==> src/rtl/id_inst_sequencer_pkg.sv <==
// Shared types and constants for the ID instruction sequencer.
package id_inst_sequencer_pkg;

  localparam int unsigned XLEN    = 32;
  localparam int unsigned COUNT_W = 3;
  localparam int unsigned DROP_W  = 2;

  localparam logic [XLEN-1:0] INST_BUBBLE = 32'h0000_0000;

  typedef enum logic {
    ISEQ_RUN  = 1'b0,
    ISEQ_DROP = 1'b1
  } iseq_state_e;

  typedef struct packed {
    logic [XLEN-1:0] pc;
    logic [XLEN-1:0] inst;
  } iseq_entry_t;

endpackage

==> src/rtl/id_inst_sequencer_fifo.sv <==
// Small circular queue of {pc,inst} entries with clear; head is a mux of registered storage.
module id_inst_sequencer_fifo
  import id_inst_sequencer_pkg::*;
#(
  parameter int unsigned DEPTH = 2
) (
  input  logic               clk,
  input  logic               rst_n,
  input  logic               clear_i,
  input  logic               push_i,
  input  logic               pop_i,
  input  iseq_entry_t        wdata_i,
  output iseq_entry_t        head_c,
  output logic [COUNT_W-1:0] count_o,
  output logic               drop_c
);

  localparam int unsigned PTR_W = (DEPTH > 2) ? 2 : 1;
  localparam logic [PTR_W-1:0]   PTR_LAST = PTR_W'(DEPTH - 1);
  localparam logic [COUNT_W-1:0] CNT_FULL = COUNT_W'(DEPTH);

  iseq_entry_t        mem_q [DEPTH];
  iseq_entry_t        mem_d [DEPTH];
  logic [PTR_W-1:0]   rd_ptr_q, rd_ptr_d;
  logic [PTR_W-1:0]   wr_ptr_q, wr_ptr_d;
  logic [COUNT_W-1:0] count_q, count_d;
  logic               full_c;
  logic               pop_en_c;
  logic               wr_en_c;

  function automatic logic [PTR_W-1:0] ptr_inc(input logic [PTR_W-1:0] p);
    return (p == PTR_LAST) ? '0 : p + PTR_W'(1);
  endfunction

  // A full queue still accepts a push when the head leaves in the same cycle.
  assign full_c   = (count_q == CNT_FULL);
  assign pop_en_c = pop_i & (count_q != '0);
  assign wr_en_c  = push_i & (~full_c | pop_en_c);
  assign drop_c   = push_i & full_c & ~pop_en_c;

  always_comb begin
    mem_d    = mem_q;
    rd_ptr_d = rd_ptr_q;
    wr_ptr_d = wr_ptr_q;
    count_d  = count_q;
    if (clear_i) begin
      rd_ptr_d = '0;
      wr_ptr_d = '0;
      count_d  = '0;
    end else begin
      if (wr_en_c) begin
        mem_d[wr_ptr_q] = wdata_i;
        wr_ptr_d        = ptr_inc(wr_ptr_q);
      end
      if (pop_en_c) begin
        rd_ptr_d = ptr_inc(rd_ptr_q);
      end
      count_d = count_q + COUNT_W'(wr_en_c) - COUNT_W'(pop_en_c);
    end
  end

  always_ff @(posedge clk or negedge rst_n) begin
    if (!rst_n) begin
      mem_q    <= '{default: '0};
      rd_ptr_q <= '0;
      wr_ptr_q <= '0;
      count_q  <= '0;
    end else begin
      mem_q    <= mem_d;
      rd_ptr_q <= rd_ptr_d;
      wr_ptr_q <= wr_ptr_d;
      count_q  <= count_d;
    end
  end

  assign head_c  = mem_q[rd_ptr_q];
  assign count_o = count_q;

endmodule

==> src/rtl/id_inst_sequencer.sv <==
// Delivers queued Icache responses to ID one per cycle; holds on stall/load-use and
// discards wrong-path responses for a fixed window after a flush.
module id_inst_sequencer
  import id_inst_sequencer_pkg::*;
#(
  parameter int unsigned      DEPTH      = 2,
  parameter int unsigned      FLUSH_DROP = 1,
  parameter logic [XLEN-1:0]  BUBBLE     = INST_BUBBLE
) (
  input  logic               clk,
  input  logic               rst_n,
  input  logic               Icache_ready_i,
  input  logic [XLEN-1:0]    Icache_inst_i,
  input  logic [XLEN-1:0]    Icache_pc_i,
  input  logic               fc_stall_id_i,
  input  logic               fc_flush_id_i,
  input  logic               id_load_use_flag_i,
  output logic               iseq_fetch_stall_o,
  output logic               iseq_valid_o,
  output logic [XLEN-1:0]    iseq_inst_o,
  output logic [XLEN-1:0]    iseq_pc_o,
  output logic [COUNT_W-1:0] iseq_count_o,
  output logic               iseq_ovf_o
);

  localparam logic [DROP_W-1:0]  DROP_LOAD  = DROP_W'(FLUSH_DROP);
  localparam logic [COUNT_W-1:0] CNT_STALL  = COUNT_W'(DEPTH - 1);

  iseq_state_e        state_q, state_d;
  logic [DROP_W-1:0]  drop_cnt_q, drop_cnt_d;
  logic               ovf_q, ovf_d;
  logic               clear_c;
  logic               push_c;
  logic               pop_c;
  logic               valid_c;
  logic               fifo_drop_c;
  logic [COUNT_W-1:0] count_c;
  iseq_entry_t        head_c;
  iseq_entry_t        wdata_c;

  assign valid_c = (count_c != '0);
  assign pop_c   = valid_c & ~fc_stall_id_i & ~id_load_use_flag_i & ~fc_flush_id_i;
  assign push_c  = Icache_ready_i & (state_q == ISEQ_RUN) & ~fc_flush_id_i;
  assign wdata_c = '{pc: Icache_pc_i, inst: Icache_inst_i};

  id_inst_sequencer_fifo #(
    .DEPTH (DEPTH)
  ) u_iseq_fifo (
    .clk     (clk),
    .rst_n   (rst_n),
    .clear_i (clear_c),
    .push_i  (push_c),
    .pop_i   (pop_c),
    .wdata_i (wdata_c),
    .head_c  (head_c),
    .count_o (count_c),
    .drop_c  (fifo_drop_c)
  );

  // Flush always clears the queue and (re)opens the wrong-path drop window.
  always_comb begin
    state_d    = state_q;
    drop_cnt_d = drop_cnt_q;
    clear_c    = 1'b0;
    ovf_d      = ovf_q | fifo_drop_c;
    case (state_q)
      ISEQ_RUN: begin
        if (fc_flush_id_i) begin
          clear_c = 1'b1;
          if (FLUSH_DROP != 0) begin
            state_d    = ISEQ_DROP;
            drop_cnt_d = DROP_LOAD;
          end
        end
      end
      ISEQ_DROP: begin
        if (fc_flush_id_i) begin
          clear_c    = 1'b1;
          drop_cnt_d = DROP_LOAD;
          if (FLUSH_DROP == 0) begin
            state_d = ISEQ_RUN;
          end
        end else if (Icache_ready_i) begin
          drop_cnt_d = drop_cnt_q - DROP_W'(1);
          if (drop_cnt_q <= DROP_W'(1)) begin
            state_d = ISEQ_RUN;
          end
        end
      end
      default: state_d = ISEQ_RUN;
    endcase
  end

  always_ff @(posedge clk or negedge rst_n) begin
    if (!rst_n) begin
      state_q    <= ISEQ_RUN;
      drop_cnt_q <= '0;
      ovf_q      <= 1'b0;
    end else begin
      state_q    <= state_d;
      drop_cnt_q <= drop_cnt_d;
      ovf_q      <= ovf_d;
    end
  end

  assign iseq_valid_o       = valid_c;
  assign iseq_inst_o        = valid_c ? head_c.inst : BUBBLE;
  assign iseq_pc_o          = valid_c ? head_c.pc : '0;
  assign iseq_count_o       = count_c;
  assign iseq_fetch_stall_o = (count_c >= CNT_STALL) | (state_q == ISEQ_DROP);
  assign iseq_ovf_o         = ovf_q;

endmodule

==> config.mk <==
export PLATFORM = sky130hd
export DESIGN_NAME = id_inst_sequencer
export DESIGN_NICKNAME = d
export VERILOG_FILES = /design/src/rtl/id_inst_sequencer_pkg.sv /design/src/rtl/id_inst_sequencer_fifo.sv /design/src/rtl/id_inst_sequencer.sv
export SDC_FILE = /design/constraint.sdc
export NUM_CORES = 1
export LEC_CHECK = 0
export ABC_AREA = 1
export ABC_CLOCK_PERIOD_IN_PS = 2100
export CAP_MARGIN = 0
export CORE_MARGIN = 2
export CORE_UTILIZATION = 40
export CTS_CLUSTER_DIAMETER = 150
export DETAILED_ROUTE_END_ITERATION = 6
export PLACE_DENSITY = 0.74
export SETUP_SLACK_MARGIN = 0.4
export SLEW_MARGIN = 20
export SYNTH_ARGS = -nofsm -noshare
export SYNTH_HDL_FRONTEND = slang
export SYNTH_SLANG_ARGS = --single-unit
==> constraint.sdc <==
create_clock -name clk -period 2.1 [get_ports clk]
set_input_delay 0.21 -clock clk [delete_from_list [all_inputs] [get_ports clk]]
set_output_delay 0.21 -clock clk [all_outputs]
set_load 0.02 [all_outputs]
# Yosys cells after proc, flatten, opt, wreduce, memory -nomap -nowiden
# Index checks and enable logic that the tools add are counted.
totals:
  in_bits: 70
  out_inout_bits: 70
  regBits: 137
classes:
  n_bitwise: 21
  addsub: 5
  n_mux: 24
  n_lt_le_gt_ge: 5
  n_eq_ne: 3
  n_reduce_logical: 6
ops:
  columns: ["op", "n"]
  rows:
  - ["64-bit 2-to-1 mux", 4]
  - ["128-bit bitwise mux", 1]
  - ["64-bit demux with 1-bit select", 1]
  - ["32-bit 2-to-1 mux", 2]
  - ["1-bit 2-to-1 mux", 10]
  - ["1-bit bitwise AND", 9]
  - ["1-bit inverter", 7]
  - ["2-bit 2-to-1 mux", 3]
  - ["2-bit greater-or-equal comparator, second input constant", 2]
  - ["1-bit inverter with 2-bit output", 2]
  - ["2-bit case mux with 2 select lines", 1]
  - ["2-bit AND reduction", 2]
  - ["2-bit nonzero test", 2]
  - ["3-bit by 1-bit adder with 3-bit output", 1]
  - ["3-bit by 2-bit == test with 1-bit output, second input constant", 1]
  - ["3-bit by 1-bit greater-or-equal comparator with 1-bit output, second input constant", 1]
  - ["3-bit 2-to-1 mux", 1]
  - ["3-bit inequality test, second input constant", 1]
  - ["1-bit OR", 3]
  - ["3-bit nonzero test", 1]
  - ["3-bit by 1-bit subtractor with 3-bit output", 1]
  - ["1-bit adder, second input constant", 2]
  - ["2-bit by 1-bit <= comparator with 1-bit output, second input constant", 1]
  - ["2-bit by 1-bit less-than comparator with 1-bit output, second input constant", 1]
  - ["other kinds (4)", 4]

# Longest topological paths before layout
# Gate-level depths: netlist (run 1).
depth:
  word_depth: 10
  depth_mapped: 12
  mapped_depth_nobuf: 11

# Cells and area by module
# From an unflattened synthesis (run 1), not the netlist that was laid out.
unflattened:
  hier_cells: 986
  hier_area_um2: 7325.8
modules_own_cells:
  columns: ["mod", "n_inst", "area_each_um2", "seq_area_each_um2", "cells_per_inst"]
  rows:
  - ["id_inst_sequencer_fifo", 1, 6553.8, 3328.2, 818]
  - ["id_inst_sequencer", 1, 772.0, 100.1, 168]

# Worst setup path after synthesis (run 1)
# Ideal clock, no wire load.
synth_path:
  path_kind: "reg2reg"
  from: "register u_iseq_fifo.count_q[1] (netlist: u_iseq_fifo.count_o[1])"
  to: "register u_iseq_fifo.count_q[2] (netlist: u_iseq_fifo.count_o[2])"
  path_slack_ps: 130
  path_stages_with_launch: 12
  setup_time_ps: 119
  t_arrival_ps: 1851
  path_cell_list: "dfrtp_1 > inv_1 > nand3_1 > nand3_1 > inv_1 > ha_1 > inv_1 > ha_1 > inv_1 > fa_1 > xnor2_1 > nor2_1"
synth_via:
  elab_chain_cells: 10
synth_lines:
  columns: ["item", "line", "text"]
  rows:
  - ["start, declared", "id_inst_sequencer_fifo.sv:26", "logic [COUNT_W-1:0] count_q, count_d;"]
  - ["start signal, assigned", "id_inst_sequencer_fifo.sv:72", "count_q <= count_d;"]
  - ["3-bit nonzero test", "id_inst_sequencer_fifo.sv:37, id_inst_sequencer.sv:41", null]
  - ["1-bit bitwise AND (3 in a row)", "id_inst_sequencer.sv:42", "assign pop_c = valid_c & ~fc_stall_id_i & ~id_load_use_flag_i & ~fc_flush_id_i;"]
  - ["1-bit bitwise AND", "id_inst_sequencer_fifo.sv:37", "assign pop_en_c = pop_i & (count_q != '0);"]
  - ["1-bit OR", "id_inst_sequencer_fifo.sv:38", "assign wr_en_c = push_i & (~full_c | pop_en_c);"]
  - ["1-bit bitwise AND", "id_inst_sequencer_fifo.sv:38", null]
  - ["3-bit by 1-bit adder with 3-bit output", "id_inst_sequencer_fifo.sv:58", "count_d = count_q + COUNT_W'(wr_en_c) - COUNT_W'(pop_en_c);"]
  - ["3-bit by 1-bit subtractor with 3-bit output (*)", "id_inst_sequencer_fifo.sv:58", null]
  - ["3-bit 2-to-1 mux (*)", "id_inst_sequencer_fifo.sv:46", "if (clear_i) begin"]
  - ["net u_iseq_fifo.count_d[2]", "id_inst_sequencer_fifo.sv:26", null]
# Mark *: on every way through the listed nets, which the timed path passes. The rest lies on a longest branch.
# A chain may end at the register's enable or synchronous reset.

# Final worst setup path (run 1)
layout_path:
  from: "register u_iseq_fifo.rd_ptr_q"
  to: "output port iseq_inst_o[9]"
layout_via:
  elab_chain_cells: 5
layout_lines:
  columns: ["item", "line", "text"]
  rows:
  - ["start, declared", "id_inst_sequencer_fifo.sv:24", "logic [PTR_W-1:0] rd_ptr_q, rd_ptr_d;"]
  - ["start signal, assigned", "id_inst_sequencer_fifo.sv:70", "rd_ptr_q <= rd_ptr_d;"]
  - ["1-bit inverter with 2-bit output (not written as such)", "id_inst_sequencer_fifo.sv:76", "assign head_c = mem_q[rd_ptr_q];"]
  - ["64-bit 2-to-1 mux (not written as such) (3 in a row)", "id_inst_sequencer_fifo.sv:76", null]
  - ["32-bit 2-to-1 mux", "id_inst_sequencer.sv:107", "assign iseq_inst_o = valid_c ? head_c.inst : BUBBLE;"]
  - ["end, declared", "id_inst_sequencer.sv:20", "output logic [XLEN-1:0] iseq_inst_o,"]
# No other way between the ends. The select of a mux whose other input is x is not followed.

==> results.md, run 1 <==
Power and ir drop:
- Power spread over the standard cell area amounts to 983 nW/um2.
- VDD sags by at most 0.590 mV.
- The analysis attributes to cell leakage a power of 5.64 nW.

Cells and area:
- Cells fill 61.9% of the core in the end.
- In the layout the commonest cells are sky130_fd_sc_hd__nand2_1, sky130_fd_sc_hd__dfrtp_1, sky130_fd_sc_hd__nand4_1.
- The synthesis-to-layout area growth is 51.8%.
- The antenna diode count is 0.
- The number of nets in the finished design is 1065.
- In the final layout, the share of cells above drive strength 1 is 35.5%.
- Summing all non-filler instances in the final layout gives an area of 10600 um2.
- The most common library cell in the layout ignoring fill and taps is sky130_fd_sc_hd__nand2_1.

Yosys:
- Sequential cells were found to cover 49.0% of the synthesized design area.
- Counting every net in the synthesized netlist gives between 900 and 1000.
- The count of unique library cells instantiated by Yosys is 20.
- After synthesis the netlist holds a flip-flop and latch count of 137.
- Synthesis produced a netlist whose cell count is 832.
- The area share of the largest cell type after synthesis is 49.0%.
- The largest total area in the synthesized netlist belongs to sky130_fd_sc_hd__dfrtp_1.
- The Yosys step of the flow raised 0 warnings.
- Sorting the synthesized cells by area gives the leading types as sky130_fd_sc_hd__dfrtp_1, sky130_fd_sc_hd__nand2_1, sky130_fd_sc_hd__nand4_1.
- The per-instance average area after synthesis is around 8.4 um2.
- The mapped netlist covers 7000 um2.

Global route:
- The total routing resource utilization after global routing is a little under a quarter.
- The number of antenna violations at the first check in global routing is 1.
- Entering global routing, the biggest net connects 68 pins.
- The overflow left after global routing is 0.
- The via count of the first global-routing pass was 6256.
- The first-pass GRT wire length is 33200 um.

Clock tree:
- The largest buffer count on any clock path is 2.
- The clock insertion delay at the later pin of the skew report is roughly 0.42 ns.
- The clock-pin slew reported for the worst setup and hold paths after clock tree synthesis is 0.06 ns.
- Counting the buffers created by CTS gives 17.
- Clock tree synthesis found a total of 137 sinks.
- The clock tree from TritonCTS is yes.
- The level count of the clock H-tree is 4.
- In this run the clock root is driven by a sky130_fd_sc_hd__clkbuf_16.

Place:
- OpenSTA, run right after detailed placement, puts the worst setup slack at 0.0411 ns.
- The post-detailed-placement cell area is 8720 um2.
- Once detailed placement completed, the half-perimeter wirelength came to 11200 um.
- At the end of routability-driven placement, the weighted congestion stood at 0.788.
- During placement, the flow inserted port buffers numbering 139.

Status:
- The flow ran to the end, and the final reports show no timing, DRC or antenna violations.

Setup path:
- The largest fanout on the critical path is 4.
- The kind of end point of the critical path is a primary output.
- For the worst setup path, the data arrival time is 1.84 ns.
- The setup check on the worst reg-to-reg path leaves a slack of approximately 0.23 ns.
- The endpoint required time on the critical path is 1.89 ns.
- The worst setup path is launched from a register.
- The source of the worst register-to-register timing path is u_iseq_fifo.count_o[1].
- The setup path with the least slack is of type register to primary output.
- Measured in cells, the most critical reg-to-reg path has a length of 10.
- The end of the worst register-to-register path is u_iseq_fifo.count_o[1].

Timing:
- The least setup slack across all paths after layout is 0.0518 ns.
- The accumulated negative setup slack is 0 ns.
- The share of the clock period used by the worst path after layout is between 90% and 100%.
- The worst clock skew on the final layout is 0.0101 ns.
- The number of pins exceeding their max-slew limit in the final report came to 0.
- Based on the critical path, the design can be clocked at up to 0.488 GHz.
- The clock period minus final worst setup slack is 2.05 ns.
- Measured against its own limit, the worst slew margin works out to ~64%.
- The slew at the pin closest to its max-slew limit is 0.536 ns.
- The smallest hold slack is roughly 0.3 ns.
- Setup violations remaining at the end of the flow were counted as 0.
- Setup repair after global routing could not meet its margin everywhere.
- The final hold violation count was 0.

Floorplanning:
- The area of the die is between 15000 and 20000 um2.
- In this run the count of I/O pins placed on the die edge is 140.
- From left edge to right edge, the die measures about 140 um.
- The core box area is approximately 17000 um2.
- The initial core utilization is 40.8%.
- The y dimension of the die is roughly 140 um.
- The floorplan has 48 rows.

Route:
- The pre-antenna-repair detailed-routing pass consisted of 5 iterations.
- The routed wire length per instance is 17.8 um.
- Wires add up to 21900 um.
- The final route contains about 6500 vias.
- The routed via count divided by cell count is 5.28.
- For this run, design rule violations remaining after detail routing come to 0.
- The violation count after the first detailed-routing iteration is between 400 and 500.
- The remaining number of nets flagged by the antenna check after routing is 0.

Min path:
- The path type of the worst min-delay path is primary input to async pin.

Flow run:
- The reported max-cap violation count is 0.
worst max-delay path, stage by stage, from the launching register on:
cell	delay (ns)
sky130_fd_sc_hd__dfrtp_2	0.43
sky130_fd_sc_hd__buf_6	0.15
sky130_fd_sc_hd__buf_8	0.14
sky130_fd_sc_hd__clkbuf_16	0.16
sky130_fd_sc_hd__mux2_4	0.30
sky130_fd_sc_hd__nand2_2	0.07
sky130_fd_sc_hd__inv_2	0.03
sky130_fd_sc_hd__buf_6	0.12
where the power goes:
| group | leakage (nW) | internal, mW | switching, mW |
|---|---|---|---|
| registers | 1.76 | 3.30 | 0.378 |
| clock network | 0.311 | 2.11 | 1.14 |
| logic | 3.57 | 1.80 | 1.72 |
sequential cells by signal, summed over array words and instances (netlist names):
| register | flops |
|---|---|
| u_iseq_fifo.mem_q | 128 |
| u_iseq_fifo.count_o | 3 |
| drop_cnt_q | 2 |
| iseq_ovf_o | 1 |
| state_q | 1 |
| u_iseq_fifo.rd_ptr_q | 1 |
| u_iseq_fifo.wr_ptr_q | 1 |
layer usage:
metal	track usage [%]	vias to the layer above	share of wire, %
met5	0	-	0.059
met4	7.41	2	1.3
met3	3.43	27	5.5
met2	37.6	226	49
met1	32.6	3181	44
li1	-	3049	-
per-stage QoR:
stage               power (mW)  std cells
floorplan                 5.19        832
global placement          6.19       1152
detailed placement        6.26       1152
CTS                       9.98       1220
global route              10.9       1228
finish                    10.4       1228
synth_stat cells:
cell type	instances
sky130_fd_sc_hd__inv_2	1
sky130_fd_sc_hd__nand2_1	330
sky130_fd_sc_hd__a21oi_1	1
sky130_fd_sc_hd__nor3_4	1
sky130_fd_sc_hd__buf_4	6
sky130_fd_sc_hd__dfrtp_1	137
sky130_fd_sc_hd__nand4_1	128
sky130_fd_sc_hd__buf_2	38
sky130_fd_sc_hd__xnor2_1	1
sky130_fd_sc_hd__mux2_2	64
sky130_fd_sc_hd__nand3_1	6
sky130_fd_sc_hd__o21bai_1	1
sky130_fd_sc_hd__nand3_2	1
sky130_fd_sc_hd__fa_1	1
sky130_fd_sc_hd__nor2_1	7
sky130_fd_sc_hd__buf_1	9
sky130_fd_sc_hd__ha_1	4
sky130_fd_sc_hd__o21ai_0	4
sky130_fd_sc_hd__clkbuf_1	16
sky130_fd_sc_hd__inv_1	76
layout make-up:
class	count	area, um2
Tap cell	225	282
Multi-Input combinational cell	549	3380
Fill cell	1437	6550
Clock inverter	11	166
Sequential cell	137	3430
Timing Repair Buffer	208	2590
Clock buffer	21	480
Inverter	77	292
cells by family (layout without fill, tap and decap cells):
logic type,Yosys count,in the layout,share of synthesized area (%)
and+or+nand+nor,473,473,30.3
DFF,137,137,49.0
xor gates and xnor gates,1,1,0.125
adders and majority gates,5,5,1.00
AOI/OAI and AO/OA,6,6,0.465
buffers and inverters,146,317,8.83
muxes,64,64,10.3
worst max path at each step:
stage	endpoint	from	depth (start not counted)	slack, ns
2_1_floorplan	u_iseq_fifo.count_o[1]	u_iseq_fifo.count_o[0]	10	0.29
3_3_place_gp	u_iseq_fifo.count_o[1]	fc_flush_id_i	10	0.08
3_5_place_dp	u_iseq_fifo.count_o[1]	fc_flush_id_i	10	0.04
4_1_cts	iseq_inst_o[2]	u_iseq_fifo.rd_ptr_q	7	0.08
5_1_grt	iseq_inst_o[9]	u_iseq_fifo.rd_ptr_q	7	0.02
6_report	iseq_inst_o[9]	u_iseq_fifo.rd_ptr_q	7	0.05
repair_timing:
action	in CTS	in global routing
setup buffers	21	6
endpoints found under the setup margin	155	159
hold buffers	1	0
cloned	14	2
gates resized for setup	413	169
pin swaps	3	9
hold endpoints to repair	47	0
Power figures use the tool's default switching activity.
==> run 2: changes to the inputs <==
- MAX_ROUTING_LAYER: default -> met4
==> results.md, run 2 (synthesized netlist as in run 1, its figures left out) <==
Status:
- The run finished with clean final reports.

Setup path:
- Of all nets on the critical path, the largest fanout is 4.
- The end of the worst register-to-register path is u_iseq_fifo.count_o[1].
- STA classifies the critical path startpoint as a register.
- Counting cells, the worst reg-to-reg path comes to 10.
- The worst setup path is of the register to primary output kind.
- The critical path arrival is 1.84 ns.
- Data on the critical path is required at its endpoint by ~1.9 ns.
- The kind of end point of the critical path is a primary output.
- The source of the worst register-to-register timing path is u_iseq_fifo.count_o[1].
- Broken down by cell family, the worst path's largest delay share belongs to buffers and inverters.
- Together, buffers and inverters on the worst path number 5.
- Walking the worst path, the cells encountered are buf_6 > buf_8 > clkbuf_16 > mux2_4 > nand2_2 > inv_2 > buf_6.
- The slowest cell on the critical path is sky130_fd_sc_hd__dfrtp_2.
- The reg2reg setup slack is 0.22 ns.
- The longest individual stage delay on the worst path is 0.43 ns.
- By instance count, the cell type seen most on the critical path is sky130_fd_sc_hd__buf_6.

Flow run:
- Max-cap violations in this run came to 0.

Global route:
- The first-pass GRT wire length is 33200 um.
- The number of antenna violations at the first check in global routing was 1.
- Entering global routing, the biggest net connects 68 pins.
- The overflow left after global routing is 0.
- The total routing resource utilization after global routing is 24.1%.
- The via count of the first global-routing pass is 6256.

Route:
- The detail route stage leaves a number of antenna-violating nets equal to 0.
- Before antenna repair, the detailed router went through 5 iterations.
- For this block, the routed nets add up to 21800 um of wire.
- Dividing the detail-routed via count by the number of cells gives 5.27.
- The violation count after the first detailed-routing iteration is 475.
- The via total after detailed routing is ~6500.
- The routed wire length per instance is 17.7 um.
- The number of remaining DRC errors is 0.

Timing:
- Setup repair after global routing could not meet its margin everywhere.
- The max-slew headroom at the worst pin is between 60% and 70%.
- The total of endpoints with negative setup slack in the final report is 0.
- For the pin with the worst max-slew slack, the measured transition is 0.530 ns.
- The number of pins exceeding their max-slew limit in the final report was 0.
- The worst clock skew on the final layout is about 0.011 ns.
- The final hold violation count came to 0.
- For the final routed database, the setup TNS stands at 0 ns.
- Based on the critical path, the design can be clocked at up to 0.489 GHz.
- The clock period minus final worst setup slack is 2.05 ns.
- The share of the clock period used by the worst path after layout is a little over nine tenths.

Cells and area:
- The most common library cell in the layout ignoring fill and taps is sky130_fd_sc_hd__nand2_1.
- The top cell types in the final layout, fill and taps aside, are sky130_fd_sc_hd__nand2_1, sky130_fd_sc_hd__dfrtp_1, sky130_fd_sc_hd__nand4_1.
- The most flop-heavy register is u_iseq_fifo.mem_q.
- The synthesis-to-layout area growth is 51.8%.
- The flip-flop count of the largest register, all copies and words added is 128.
- The number of nets in the finished design is 1065.
- The post-route netlist has 35.5% of its cells at a drive strength greater than 1.
- With fillers left out, the area of the finished cells amounts to 10600 um2.

Clock tree:
- The cell at the root of the clock tree is sky130_fd_sc_hd__clkbuf_16.
- The TritonCTS sink count is 137.
- The total CTS buffers is 17.
- The largest buffer count on any clock path is 2.
- Clock-pin slew was measured on the worst setup and hold paths at 0.06 ns.
- In this run the number of H-tree levels came out at 4.
- TritonCTS built the clock tree.
- The clock insertion delay at the later pin of the skew report is 0.42 ns.

Floorplanning:
- The y dimension of the die is 136 um.
- The area of the die is ~19000 um2.
- For this configuration, the core starts out at a cell density of 40.8%.
- The core box area is between 15000 and 20000 um2.
- The number of cell rows is 48.
- In this run the count of I/O pins placed on the die edge is 140.
- In this run the horizontal extent of the chip is 136 um.

Min path:
- The path type of the worst min-delay path is primary input to async pin.

Place:
- The global placement routability congestion is roughly 0.8.
- Buffers placed on the I/O ports in this run total 139.
- The post-detailed-placement cell area is 8720 um2.
- Summed over all nets, the half-perimeter wirelength after detailed placement is roughly 11000 um.

Power and ir drop:
- The peak supply drop is 0.579 mV.
- The total power density per cell area is around 1000 nW/um2.
- The analysis attributes to cell leakage a power of roughly 5.6 nW.
## run 2: final cells by class
| type | instances | area [um2] |
|---|---|---|
| Antenna cell | 1 | 2.50 |
| Clock buffer | 21 | 480 |
| Inverter | 77 | 292 |
| Timing Repair Buffer | 208 | 2590 |
| Sequential cell | 137 | 3430 |
| Tap cell | 225 | 282 |
| Fill cell | 1438 | 6550 |
| Clock inverter | 11 | 166 |
| Multi-Input combinational cell | 549 | 3380 |
## run 2: how the worst max path moves through the flow
stage,start,end,slack [ns],cells after the start
CTS,u_iseq_fifo.rd_ptr_q,iseq_inst_o[2],0.08,7
global route,u_iseq_fifo.rd_ptr_q,iseq_inst_o[9],0.02,7
floorplan,u_iseq_fifo.count_o[0],u_iseq_fifo.count_o[1],0.29,10
finish,u_iseq_fifo.rd_ptr_q,iseq_inst_o[9],0.05,7
global placement,fc_flush_id_i,u_iseq_fifo.count_o[1],0.08,10
detailed placement,fc_flush_id_i,u_iseq_fifo.count_o[1],0.04,10
## run 2: layer usage
layer / global-route usage (%) / part of all wire [%] / vias up
li1: - / - / 3047
met2: 37.5 / 48 / 213
met5: - / 0 / -
met3: 3.39 / 5.2 / 23
met1: 32.8 / 45 / 3196
met4: 7.41 / 1.4 / 0
## run 2: repair_timing
action                                 in CTS  in global routing
hold buffers                                1                  0
setup endpoints to repair                 155                159
resized for setup                         413                169
buffers inserted                           21                  6
gates cloned                               14                  2
endpoints found under the hold margin      47                  0
pin swaps                                   3                  9
## run 2: through the flow
step                cells  setup WS (ns)  hold WS, ns  utilization (%)  power [mW]
floorplan             832          0.291      -0.0856                -        5.19
global placement     1152         0.0768        0.183             50.8        6.19
detailed placement   1152         0.0411        0.184             50.8        6.26
CTS                  1220         0.0821        0.315             59.0        9.98
global route         1229         0.0220        0.357             61.9        10.9
finish               1229         0.0541        0.308             61.9        10.4
## run 2: worst reg2reg max path, cell delays in order (launching register included)
cell                      delay [ns]
sky130_fd_sc_hd__dfrtp_2        0.42
sky130_fd_sc_hd__inv_2          0.08
sky130_fd_sc_hd__nand3_4        0.16
sky130_fd_sc_hd__nand3_2        0.13
sky130_fd_sc_hd__inv_2          0.05
sky130_fd_sc_hd__ha_4           0.20
sky130_fd_sc_hd__inv_2          0.06
sky130_fd_sc_hd__ha_4           0.11
sky130_fd_sc_hd__inv_2          0.03
sky130_fd_sc_hd__fa_2           0.50
sky130_fd_sc_hd__nor2_1         0.04
## run 2: power breakdown
part	total [mW]	internal, mW	switching (mW)
sequential	3.68	3.30	0.378
combinational	3.52	1.80	1.72
clock	3.25	2.11	1.13
total	10.4	7.21	3.23
==> run 3: changes to the inputs <==
- ABC_CLOCK_PERIOD_IN_PS: 2100 -> 2200
- clock period: 2.1 -> 2.2 ns (I/O delays scaled with it)
==> results.md, run 3 (synthesized netlist as in run 1, its figures left out) <==
Status:
- The run finished with clean final reports.

Cells and area:
- The most flop-heavy register is u_iseq_fifo.mem_q.
- In the layout the commonest cells are sky130_fd_sc_hd__nand2_1, sky130_fd_sc_hd__dfrtp_1, sky130_fd_sc_hd__nand4_1.
- The register with the most flip-flops in the layout has 128 of them.
- The synthesis-to-layout area growth is 39.1%.
- The number of antenna diodes in the final layout is 0.
- The most common library cell in the layout ignoring fill and taps is sky130_fd_sc_hd__nand2_1.
- Fill cells in the final layout number between 1500 and 2000.
- After the last flow step, the layout net total stands at 1047.
- Cells with a size suffix above 1 make up between 20% and 30% of the layout.

Timing:
- The maximum achievable frequency is 0.506 GHz.
- The accumulated negative setup slack is 0 ns.
- Setup repair after global routing could not meet its margin everywhere.
- The smallest hold slack is 0.300 ns.
- The slew at the pin closest to its max-slew limit is ~0.49 ns.
- The final hold violation count is 0.
- In this run the tightest slew margin relative to its limit is roughly two thirds.
- Setup violations remaining at the end of the flow were counted as 0.
- The number of pins exceeding their max-slew limit in the final report is 0.
- The share of the clock period used by the worst path after layout is approximately 90%.
- The worst clock skew on the final layout is between 0.01 and 0.015 ns.
- Counting I/O delays and the setup requirement, the final critical path takes 1.98 ns.

Route:
- Detailed routing inserted a total of about 6300 vias.
- The routed via count divided by cell count is about 5.2.
- The remaining number of nets flagged by the antenna check after routing is 0.
- The first detailed-routing pass ran for 5 iterations.
- The routed wire length per instance is around 16 um.
- The routed wire length is 19800 um.
- In the routed design, unresolved DRC markers number 0.
- For this block, the initial DRC count from the detailed router was 427.

Power and ir drop:
- The cell-internal power is about 6.3 mW.
- The worst-case IR drop observed on VDD is 0.552 mV.
- The clock network is responsible for 31.5% of the overall power.
- The switching component of the power is 2.81 mW.
- Summed over all cells, the static leakage comes to 5.42 nW.
- The part of the power in registers is 38.4%.
- The sum of internal, switching and leakage power is between 9 and 10 mW.
- The switching fraction of total power is 30.9%.
- The combinational share of power is 30.2%.
- For this design the ratio of total power to cell area is 935 nW/um2.

Setup path:
- The endpoint required time on the critical path is approximately 2.0 ns.
- For this run, the slowest stage of the critical path takes 0.42 ns.
- The critical path start-end classification is register to primary output.
- The slowest cell on the critical path is sky130_fd_sc_hd__dfrtp_2.
- In this run the worst path has a maximum fanout of 8.
- The kind of start point of the critical path is a register.
- The signal on the critical path passes through buf_4 > clkbuf_16 > mux2_2 > nand2_1 > inv_1 > buf_2.
- In this run the critical register-to-register path is launched from u_iseq_fifo.count_o[0].
- Tracing the worst setup path back leads to its startpoint at u_iseq_fifo.rd_ptr_q.
- The critical path arrival is 1.76 ns.
- The kind of end point of the critical path is a primary output.

Floorplanning:
- After floorplanning, the core was divided into 48 placement rows.
- The initial core utilization is 40.8%.
- The area of the die is 18600 um2.
- The die is 136 um wide.
- The number of top-level pins is 140.
- The core region is between 15000 and 20000 um2.
- The y dimension of the die is 136 um.

Clock tree:
- The TritonCTS sink count is 137.
- The clock-pin slew reported for the worst setup and hold paths after clock tree synthesis is ~0.06 ns.
- The cell at the root of the clock tree is sky130_fd_sc_hd__clkbuf_16.
- The clock tree from TritonCTS is yes.
- The H-tree was split into 4 levels.
- The clock insertion delay at the later pin of the skew report is 0.42 ns.
- The number of clock buffers added by TritonCTS is 17.
- No sink is reached through more buffers than the 2 on the longest clock path.

Min path:
- The tightest min-delay check is of the primary input to async pin type.

Place:
- At the end of routability-driven placement, the weighted congestion stood at approximately 0.78.
- The final HPWL from detailed placement is 11100 um.
- In this run the tool buffered the top-level ports with about 140 buffer cells.

Global route:
- The via count of the first global-routing pass is between 5000 and 6000.
- For this run the aggregate overflow at the end of global routing stands at 0.
- The total routing resource utilization after global routing is a little over a fifth.
- The first global-routing pass estimated roughly 30000 um of wire.
- The number of antenna violations at the first check in global routing is 0.
- The pin count of the biggest net entering global routing is 68.

Flow run:
- The reported max-cap violation count is 0.
## run 3: power groups by stage
stage	Sequential (mW)	Clock, mW	Combinational, mW
3_5_place_dp	3.51	0	2.47
6_report	3.49	2.87	2.74
3_3_place_gp	3.48	0	2.43
5_1_grt	3.57	3.03	3.03
4_1_cts	3.47	2.91	2.36
2_1_floorplan	3.43	0	1.53
## run 3: cell type report
cell class	count	area (um2)	share of cell area, %
inverter	77	292	2.99
clock buffer	26	509	5.23
multi-input combinational	549	3180	32.6
tap	225	282	2.89
timing repair buffer	190	1960	20.1
clock inverter	6	86.3	0.887
sequential	137	3430	35.3
## run 3: repair_timing
item,in CTS,in global routing
pin swaps,0,4
endpoints found under the setup margin,68,174
buffers inserted,0,20
hold buffers,1,0
cloned,0,7
resized for setup,160,176
endpoints found under the hold margin,43,0
## run 3: path summary, 6_finish.rpt
| check | end | slack [ns] | cells past startpoint |
|---|---|---|---|
| setup / recovery | iseq_inst_o[11] | 0.22 | 6 |
| hold / removal | u_iseq_fifo.count_o[2] | 0.30 | 2 |
| setup reg to reg | u_iseq_fifo.count_o[1] | 0.36 | 10 |
| hold reg to reg | u_iseq_fifo.mem_q[57] | 0.46 | 2 |
| max in group asynchronous | iseq_ovf_o | 1.18 | 3 |
| min in group clk | u_iseq_fifo.mem_q[3] | 0.41 | 3 |
## run 3: per-layer routing
metal  global-route usage, %  wire [um]
met4                    6.54        199
met3                    4.47       1140
met2                    31.7       9500
met1                    28.5       8950
met5                       -          0
## run 3: metrics by stage
step / utilization [%] / worst slack (ns) / cells / instance area (um2)
floorplan: - / 0.391 / 832 / 7060
global placement: 50.7 / 0.120 / 1150 / 8710
detailed placement: 50.7 / 0.0620 / 1150 / 8710
CTS: 53.2 / -0.0908 / 1183 / 9140
global route: 56.7 / 0.160 / 1210 / 9740
finish: 56.7 / 0.224 / 1210 / 9740
## run 3: critical path: cells and delay by family, from the launching register on
| kind | cells | cell delay [ns] |
|---|---|---|
| multiplexers | 1 | 0.33 |
| buffers and inverters | 4 | 0.52 |
| flip-flops | 1 | 0.42 |
| AND/OR/NAND/NOR | 1 | 0.07 |
